$ cat src/rtl/ram_arbiter_pkg.sv
// Shared defaults and types for the two-port RAM arbiter.
package ram_arbiter_pkg;

    localparam int DATA_WIDTH_DEF = 8;
    localparam int ADDR_WIDTH_DEF = 2;
    localparam int CNT_WIDTH_DEF  = 16;

    typedef enum logic {
        REQ0 = 1'b0,
        REQ1 = 1'b1
    } req_idx_t;

endpackage

$ cat src/rtl/rr_arbiter2.sv
// Two-input round-robin grant logic with its priority pointer.
module rr_arbiter2
    import ram_arbiter_pkg::*;
(
    input  logic clk,
    input  logic rst_n,
    input  logic valid0,
    input  logic valid1,
    output logic grant0,
    output logic grant1
);

    req_idx_t prio;

    // Grants are forced low while reset is held so ready stays quiet.
    assign grant0 = rst_n & valid0 & (~valid1 | (prio == REQ0));
    assign grant1 = rst_n & valid1 & (~valid0 | (prio == REQ1));

    always_ff @(posedge clk or negedge rst_n) begin
        if (!rst_n) begin
            prio <= REQ0;
        end else if (grant0) begin
            prio <= REQ1;
        end else if (grant1) begin
            prio <= REQ0;
        end
    end

endmodule

$ cat src/rtl/ram_port_arbiter.sv
// Two requesters sharing one external single-port RAM, round-robin arbitrated.
module ram_port_arbiter
    import ram_arbiter_pkg::*;
#(
    parameter int DATA_WIDTH = DATA_WIDTH_DEF,
    parameter int ADDR_WIDTH = ADDR_WIDTH_DEF,
    parameter int CNT_WIDTH  = CNT_WIDTH_DEF
) (
    input  logic                  clk,
    input  logic                  rst_n,
    input  logic                  req0_valid,
    output logic                  req0_ready,
    input  logic                  req0_we,
    input  logic [ADDR_WIDTH-1:0] req0_addr,
    input  logic [DATA_WIDTH-1:0] req0_wdata,
    output logic                  rsp0_valid,
    output logic [DATA_WIDTH-1:0] rsp0_data,
    input  logic                  req1_valid,
    output logic                  req1_ready,
    input  logic                  req1_we,
    input  logic [ADDR_WIDTH-1:0] req1_addr,
    input  logic [DATA_WIDTH-1:0] req1_wdata,
    output logic                  rsp1_valid,
    output logic [DATA_WIDTH-1:0] rsp1_data,
    output logic                  mem_en,
    output logic                  mem_we,
    output logic [ADDR_WIDTH-1:0] mem_addr,
    output logic [DATA_WIDTH-1:0] mem_wdata,
    input  logic [DATA_WIDTH-1:0] mem_rdata,
    output logic [CNT_WIDTH-1:0]  grant_cnt0,
    output logic [CNT_WIDTH-1:0]  grant_cnt1
);

    logic     grant0;
    logic     grant1;
    logic     accept;
    logic     rsp_pend;
    req_idx_t rsp_owner;

    rr_arbiter2 u_arb (
        .clk    (clk),
        .rst_n  (rst_n),
        .valid0 (req0_valid),
        .valid1 (req1_valid),
        .grant0 (grant0),
        .grant1 (grant1)
    );

    assign req0_ready = grant0;
    assign req1_ready = grant1;
    assign accept     = grant0 | grant1;

    always_comb begin
        mem_en    = 1'b0;
        mem_we    = 1'b0;
        mem_addr  = '0;
        mem_wdata = '0;
        if (grant0) begin
            mem_en    = 1'b1;
            mem_we    = req0_we;
            mem_addr  = req0_addr;
            mem_wdata = req0_wdata;
        end else if (grant1) begin
            mem_en    = 1'b1;
            mem_we    = req1_we;
            mem_addr  = req1_addr;
            mem_wdata = req1_wdata;
        end
    end

    // Owner tag remembers who issued the read whose data returns next cycle.
    always_ff @(posedge clk or negedge rst_n) begin
        if (!rst_n) begin
            rsp_pend  <= 1'b0;
            rsp_owner <= REQ0;
        end else begin
            rsp_pend <= accept & ~mem_we;
            if (accept) begin
                rsp_owner <= grant1 ? REQ1 : REQ0;
            end
        end
    end

    assign rsp0_valid = rsp_pend & (rsp_owner == REQ0);
    assign rsp1_valid = rsp_pend & (rsp_owner == REQ1);
    assign rsp0_data  = rsp0_valid ? mem_rdata : '0;
    assign rsp1_data  = rsp1_valid ? mem_rdata : '0;

    always_ff @(posedge clk or negedge rst_n) begin
        if (!rst_n) begin
            grant_cnt0 <= '0;
            grant_cnt1 <= '0;
        end else begin
            if (grant0) grant_cnt0 <= grant_cnt0 + 1'b1;
            if (grant1) grant_cnt1 <= grant_cnt1 + 1'b1;
        end
    end

endmodule

$ cat config.mk
export PLATFORM = sky130hd
export DESIGN_NAME = ram_port_arbiter
export DESIGN_NICKNAME = d
export VERILOG_FILES = /design/src/rtl/ram_arbiter_pkg.sv /design/src/rtl/rr_arbiter2.sv /design/src/rtl/ram_port_arbiter.sv
export SDC_FILE = /design/constraint.sdc
export NUM_CORES = 1
export LEC_CHECK = 0
export ABC_AREA = 1
export CAP_MARGIN = 0
export CELL_PAD_IN_SITES_DETAIL_PLACEMENT = 1
export CELL_PAD_IN_SITES_GLOBAL_PLACEMENT = 2
export CORE_ASPECT_RATIO = 1.2
export CORE_MARGIN = 2
export CORE_UTILIZATION = 23
export CTS_CLUSTER_DIAMETER = 40
export DETAILED_ROUTE_END_ITERATION = 12
export GPL_ROUTABILITY_DRIVEN = 1
export PLACE_DENSITY_LB_ADDON = 0.1
export SYNTH_ARGS = -nofsm -noshare
export SYNTH_HDL_FRONTEND = slang
export SYNTH_SLANG_ARGS = --single-unit
$ cat constraint.sdc
create_clock -name clk -period 2.08 [get_ports clk]
set_input_delay 0.416 -clock clk [delete_from_list [all_inputs] [get_ports clk]]
set_output_delay 0.416 -clock clk [all_outputs]
set_load 0.1 [all_outputs]
==> results of run 1 <==
how the worst min path moves through the flow:
stage          start                         to  cells past startpoint
2_1_floorplan  rst_n  grant_cnt0[0]$_DFFE_PN0P_                      0
3_3_place_gp   rst_n  grant_cnt0[3]$_DFFE_PN0P_                      2
3_5_place_dp   rst_n  grant_cnt0[3]$_DFFE_PN0P_                      2
4_1_cts        rst_n  grant_cnt0[3]$_DFFE_PN0P_                      2
5_1_grt        rst_n  grant_cnt0[1]$_DFFE_PN0P_                      2
6_report       rst_n  grant_cnt0[5]$_DFFE_PN0P_                      2
cell families (layout without fill, tap and decap cells):
group / Yosys count / count (layout) / synth area share
flops: 35 / 35 / 0.4279
compound gates: 14 / 14 / 0.05256
fa+ha+maj: 2 / 2 / 0.01222
simple gates: 139 / 139 / 0.3234
xor+xnor: 23 / 23 / 0.09841
buf+inv: 44 / 157 / 0.08557
power groups by stage:
stage / registers, mW / logic [mW] / clock network (mW)
4_1_cts: 0.933 / 1.79 / 0.538
3_5_place_dp: 0.943 / 1.77 / 0
5_1_grt: 0.948 / 1.85 / 0.558
3_3_place_gp: 0.940 / 1.76 / 0
6_report: 0.929 / 1.77 / 0.513
2_1_floorplan: 1.62 / 0.547 / 0
through the flow:
step	TNS (ns)	power, mW	area, sq um	hold WS [ns]	util
final	0	3.214	3661	0.08125	0.4252
after global routing	0	3.353	3661	0.08404	0.4252
after CTS	0	3.260	3661	0.07746	0.4252
after detailed placement	-0.6635	2.708	3503	0.3822	0.4069
after global placement	-0.8401	2.704	3503	0.3887	0.4069
after floorplan	-2.717	2.166	2092	0.1204	-
sequential cells by signal, indices dropped and copies added (netlist names):
| register | count |
|---|---|
| grant_cnt1 | 16 |
| rsp_pend | 1 |
| rsp_owner | 1 |
| grant_cnt0 | 16 |
| u_arb.prio | 1 |
what timing repair did:
item | CTS | global route
buffers inserted | 2 | 0
hold buffers | 0 | 0
resized for setup | 7 | 0
endpoints found under the setup margin | 12 | 0
final cells by class:
cell class	instances	area, sq um
Tap cell	117	146.4
Clock buffer	6	82.58
Sequential cell	35	875.8
Fill cell	1039	4950
Multi-Input combinational cell	178	1064
Clock inverter	1	5.005
Timing Repair Buffer	109	1331
Inverter	41	156.4
per-layer routing:
layer / GRT usage / share of wire
met5: 0 / 0.0018
met4: 0.03626 / 0.011
met3: 0.04412 / 0.070
met2: 0.2449 / 0.48
met1: 0.1829 / 0.44
cell usage after synthesis:
cell type / count / share of area
nand4_1: 6 / 0.018
nand2_4: 1 / 0.0055
nor2_4: 5 / 0.028
a21oi_1: 1 / 0.0024
o21ai_1: 1 / 0.0024
xnor2_1: 11 / 0.047
nor2_2: 5 / 0.015
dfrtp_1: 35 / 0.43
nor3_1: 4 / 0.0098
a22o_1: 10 / 0.043
inv_1: 37 / 0.068
buf_2: 2 / 0.0049
nor2_8: 1 / 0.0098
nor2_1: 30 / 0.055
nor3_2: 1 / 0.0049
o21ai_0: 2 / 0.0049
nand3b_1: 2 / 0.0073
buf_6: 1 / 0.0055
xor2_1: 12 / 0.051
ha_1: 2 / 0.012
inv_2: 4 / 0.0073
nand2_1: 64 / 0.12
nand2_2: 6 / 0.018
nand3_1: 14 / 0.034
==> reports/results.ini, run 1 <==
[worst_setup_path]
reg2reg_depth=9
r2r_slack_ns=0.57
worstReg2RegStart=u_arb.prio$_DFFE_PN0P_
cp_slowest_cell=a22o_2
required_ns=1.66
path_cells=dlygate4sd2_1, nand2_2, inv_2, nor2_4, buf_4, buf_12, a22o_2, buf_12
cp-end-kind=output port
reg2reg_to=grant_cnt0[9]$_DFFE_PN0P_
crit_start=req1_valid
critPathTopFamily=buffers and inverters
worstSetupEndpoint=mem_wdata[6]
max_stage_delay_ns=0.26
crit_type=input pin to output port
crit_top_cell=buf_12
cp.depth=8
cp_data_arrival_time_ns=1.53
crit_fanout=7
path_buf_inv=5
cp-start-kind=input pin

[logic_synthesis]
syn-num-nets=293
synth_area_sq_um=2047
synth_seq_area_share=0.4279
syn_area_per_cell_sq_um=7.965
ys_types=24
synth.yosys.warnings=0
synth-seq-cells=35
syn_inst=257

[clock_network]
cts_tree=built
cts_buffers=5
worstSkewPairLatency_ns=0.28
htree_levels=2
path_clk_slew_ns=0.07
clockRootBuffer=clkbuf_8
cts_buffer_depth=2
cts_sinks=35

[finish]
final_cells=487
drive_gt1_frac=0.3351
finish.net_count=406
diodes=0
synthToLayoutAreaGrowth_pct=78.85
final_cell_mix=nand2_1 (62), buf_4 (42), inv_1 (37)
final_common_cell=nand2_1

[timing]
clock-skew-final_ns=0.006888
finalHoldViolations=0
fmax_mhz=515.1
setup_ws_ns=0.1386
rsz0062_at_grt=no
period_share=0.9334
setup_violations=0
fin_crit_ns=1.941
slew_headroom=0.7214
final-max-slew-violation-count=0
tightest_slew_ns=0.4169

[placement]
place.gp.congestion=0.6870
io_buffers=97
dpl.cell_count=477
dp_slack_ns=-0.1014
dp_hpwl_mm=5.250

[power_and_ir_drop]
p_per_area_nw_per_um2=877.9
p_int_mw=1.522
combinationalPowerShare=0.551
vdd_drop_max_mv=0.4855
p_sw_mw=1.692
pwr-share-clk=0.160
swShare=0.5266
p_seq_frac=0.289
p_leak_nw=1.769

[route]
viasPerCell=4.263
drt-wirelength-per-cell_um=13.73
drt_iter0_drc=39
first_pass_iters=4
drtAntennaViolNets=0
drc=0
routed_wl_mm=6.686
vias=2076

[die]
die_area_sq_um=9674
rows=37
die_x_um=90.12
core_sq_um=8611
initial_utilization=0.2377
io_pins=98
fp.dieH_um=107.3

[global_routing]
grt_max_degree=30
antenna_found_initial=1
first_global_vias=2250
grt_pass1_wl_mm=11.31
track_usage=0.1455
grt.overflow.total=0

[run_status]
status=finished, final reports clean

[worst_hold_path]
hold_class=input pin to asynchronous set/reset pin

[job]
cap_violations=0

(Power assumes the default switching activity.)
==> run 2: changes to the inputs <==
--- a/config.mk
+++ b/config.mk
@@ -15,6 +15,7 @@
 export CTS_CLUSTER_DIAMETER = 40
 export DETAILED_ROUTE_END_ITERATION = 12
 export GPL_ROUTABILITY_DRIVEN = 1
+export HOLD_SLACK_MARGIN = 0.15
 export PLACE_DENSITY_LB_ADDON = 0.1
 export SYNTH_ARGS = -nofsm -noshare
 export SYNTH_HDL_FRONTEND = slang
==> run 2 against run 1 <==
Global-route usage is 0.060 points higher. Utilization is 0.12 points higher. Clock skew hardly changed. Count of clock-buffer cells in the layout stayed put. Die area stayed put. Register-to-register slack hardly changed. Critical path type unchanged. Largest power group unchanged.
==> reports/results.ini, run 2 (same netlist as run 1, synthesis figures left out) <==
[run_status]
status=finished, final reports clean

[timing]
tightest_slew_ns=0.4190  ; +0.002104 ns
fin_crit_ns=1.941  ; -0.0003030 ns
finalHoldViolations=0  ; unchanged
period_share=0.9332  ; about the same
slew_headroom=0.7200  ; -0.001406
rsz0062_at_grt=no
hold_ws_ns=0.2053  ; +0.1241 ns
fmax_mhz=515.2  ; about the same
setup_violations=0  ; unchanged
final-max-slew-violation-count=0  ; unchanged
clock-skew-final_ns=0.006881  ; -0.000006770 ns

[placement]
io_buffers=97  ; unchanged
dp_hpwl_mm=5.250  ; unchanged
place.gp.congestion=0.6870  ; unchanged
place_area_sq_um=3503  ; unchanged

[finish]
fin_util=0.4263  ; +0.001163
fin_area_sq_um=3671  ; +0.27%
largest_registers=grant_cnt0: 16 flops, grant_cnt1: 16 flops
final_cell_mix=nand2_1 (62), buf_4 (42), inv_1 (37)
final_common_cell=nand2_1
diodes=0  ; unchanged
drive_gt1_frac=0.3342  ; -0.0009033
synthToLayoutAreaGrowth_pct=79.34
finish.net_count=407  ; +0.25%

[global_routing]
grt_max_degree=30  ; unchanged
grt.overflow.total=0  ; unchanged
grt_pass1_wl_mm=11.37  ; +0.55%
track_usage=0.1461  ; +0.0006002
antenna_found_initial=1  ; unchanged
first_global_vias=2265  ; +0.67%

[power_and_ir_drop]
vdd_drop_max_mv=0.4851  ; about the same
p_per_area_nw_per_um2=876.2  ; -0.20%
p_leak_nw=1.774  ; +0.24%
totalPowerFinal_mw=3.216  ; about the same

[route]
drc=0  ; unchanged
drtAntennaViolNets=0  ; unchanged
viasPerCell=4.264  ; about the same
drt_iter0_drc=40  ; +2.6%
first_pass_iters=4  ; unchanged
vias=2081  ; +0.24%
drt-wirelength-per-cell_um=13.76  ; +0.23%
routed_wl_mm=6.715  ; +0.43%

[worst_setup_path]
worstReg2RegStart=u_arb.prio$_DFFE_PN0P_
required_ns=1.66  ; about the same
cp_data_arrival_time_ns=1.53  ; about the same
crit_fanout=7  ; unchanged
crit_start=req1_valid
cp-start-kind=input pin
cp-end-kind=output port
crit_type=input pin to output port

[clock_network]
path_clk_slew_ns=0.07  ; about the same
htree_levels=2  ; unchanged
cts_tree=built
clockRootBuffer=clkbuf_8
cts_sinks=35  ; unchanged
cts_buffer_depth=2  ; unchanged
worstSkewPairLatency_ns=0.28  ; about the same
cts_buffers=5  ; unchanged

[die]
die_x_um=90.12  ; unchanged
initial_utilization=0.2377  ; unchanged
fp.dieH_um=107.3  ; unchanged
io_pins=98  ; unchanged
core_sq_um=8611  ; unchanged
rows=37  ; unchanged
die_area_sq_um=9674  ; unchanged

[job]
cap_violations=0  ; unchanged

[worst_hold_path]
hold_class=input pin to asynchronous set/reset pin

## run 2: cell count changes in the layout (fill, tap and decap cells not counted)
cell           change
dlygate4sd3_1      +1
## run 2: final timing paths
path,end,slack [ns],depth (start not counted)
max,mem_wdata[6],0.14,8
min,grant_cnt1[10]$_DFFE_PN0P_,0.21,2
max reg2reg,grant_cnt0[9]$_DFFE_PN0P_,0.57,9
min reg2reg,grant_cnt1[14]$_DFFE_PN0P_,0.51,2
max in group asynchronous,grant_cnt0[2]$_DFFE_PN0P_,1.33,3
min in group clk,grant_cnt1[14]$_DFFE_PN0P_,0.51,2
## run 2: timing repair
action	4_1_cts	5_1_grt
hold endpoints to repair	6	0
endpoints found under the setup margin	12	0
hold buffers	1	0
setup buffers	2	0
gates resized for setup	7	0
## run 2: routing by layer
layer / up-vias / track usage / routed length [um]
met5: - / 0 / 12
met2: 86 / 0.2465 / 3216
li1: 1017 / - / -
met3: 7 / 0.04412 / 468
met1: 969 / 0.1834 / 2944
met4: 2 / 0.03626 / 73
## run 2: report_power, final
part | switching [mW] | internal [mW]
logic | 1.30 | 0.477
clock network | 0.254 | 0.260
registers | 0.143 | 0.786
## run 2: area by class of cell
cell class,count,area [sq um]
Timing Repair Buffer,110,1341
Clock buffer,6,82.58
Sequential cell,35,875.8
Inverter,41,156.4
Multi-Input combinational cell,178,1064
Fill cell,1039,4940
Clock inverter,1,5.005
Tap cell,117,146.4
## run 2: stage by stage
stage	std cells	worst slack, ns	TNS, ns
after global routing	488	0.08011	0
after global placement	477	-0.1063	-0.8401
after CTS	488	0.1290	0
final	488	0.1389	0
after floorplan	257	-0.1736	-2.717
after detailed placement	477	-0.1014	-0.6635
## run 2: worst max-delay path, stage by stage
cell and delay, ns:
dlygate4sd2_1 0.24, nand2_2 0.07, inv_2 0.07, nor2_4 0.04, buf_4 0.14, buf_12 0.13, a22o_2 0.26, buf_12 0.17
==> run 3: changes to the inputs <==
--- a/config.mk
+++ b/config.mk
@@ -17,6 +17,7 @@
 export GPL_ROUTABILITY_DRIVEN = 1
 export HOLD_SLACK_MARGIN = 0.15
 export PLACE_DENSITY_LB_ADDON = 0.1
+export SLEW_MARGIN = 0
 export SYNTH_ARGS = -nofsm -noshare
 export SYNTH_HDL_FRONTEND = slang
 export SYNTH_SLANG_ARGS = --single-unit
==> results of run 3 <==
The final DEF is identical to that of run 2; final timing and power are the same.
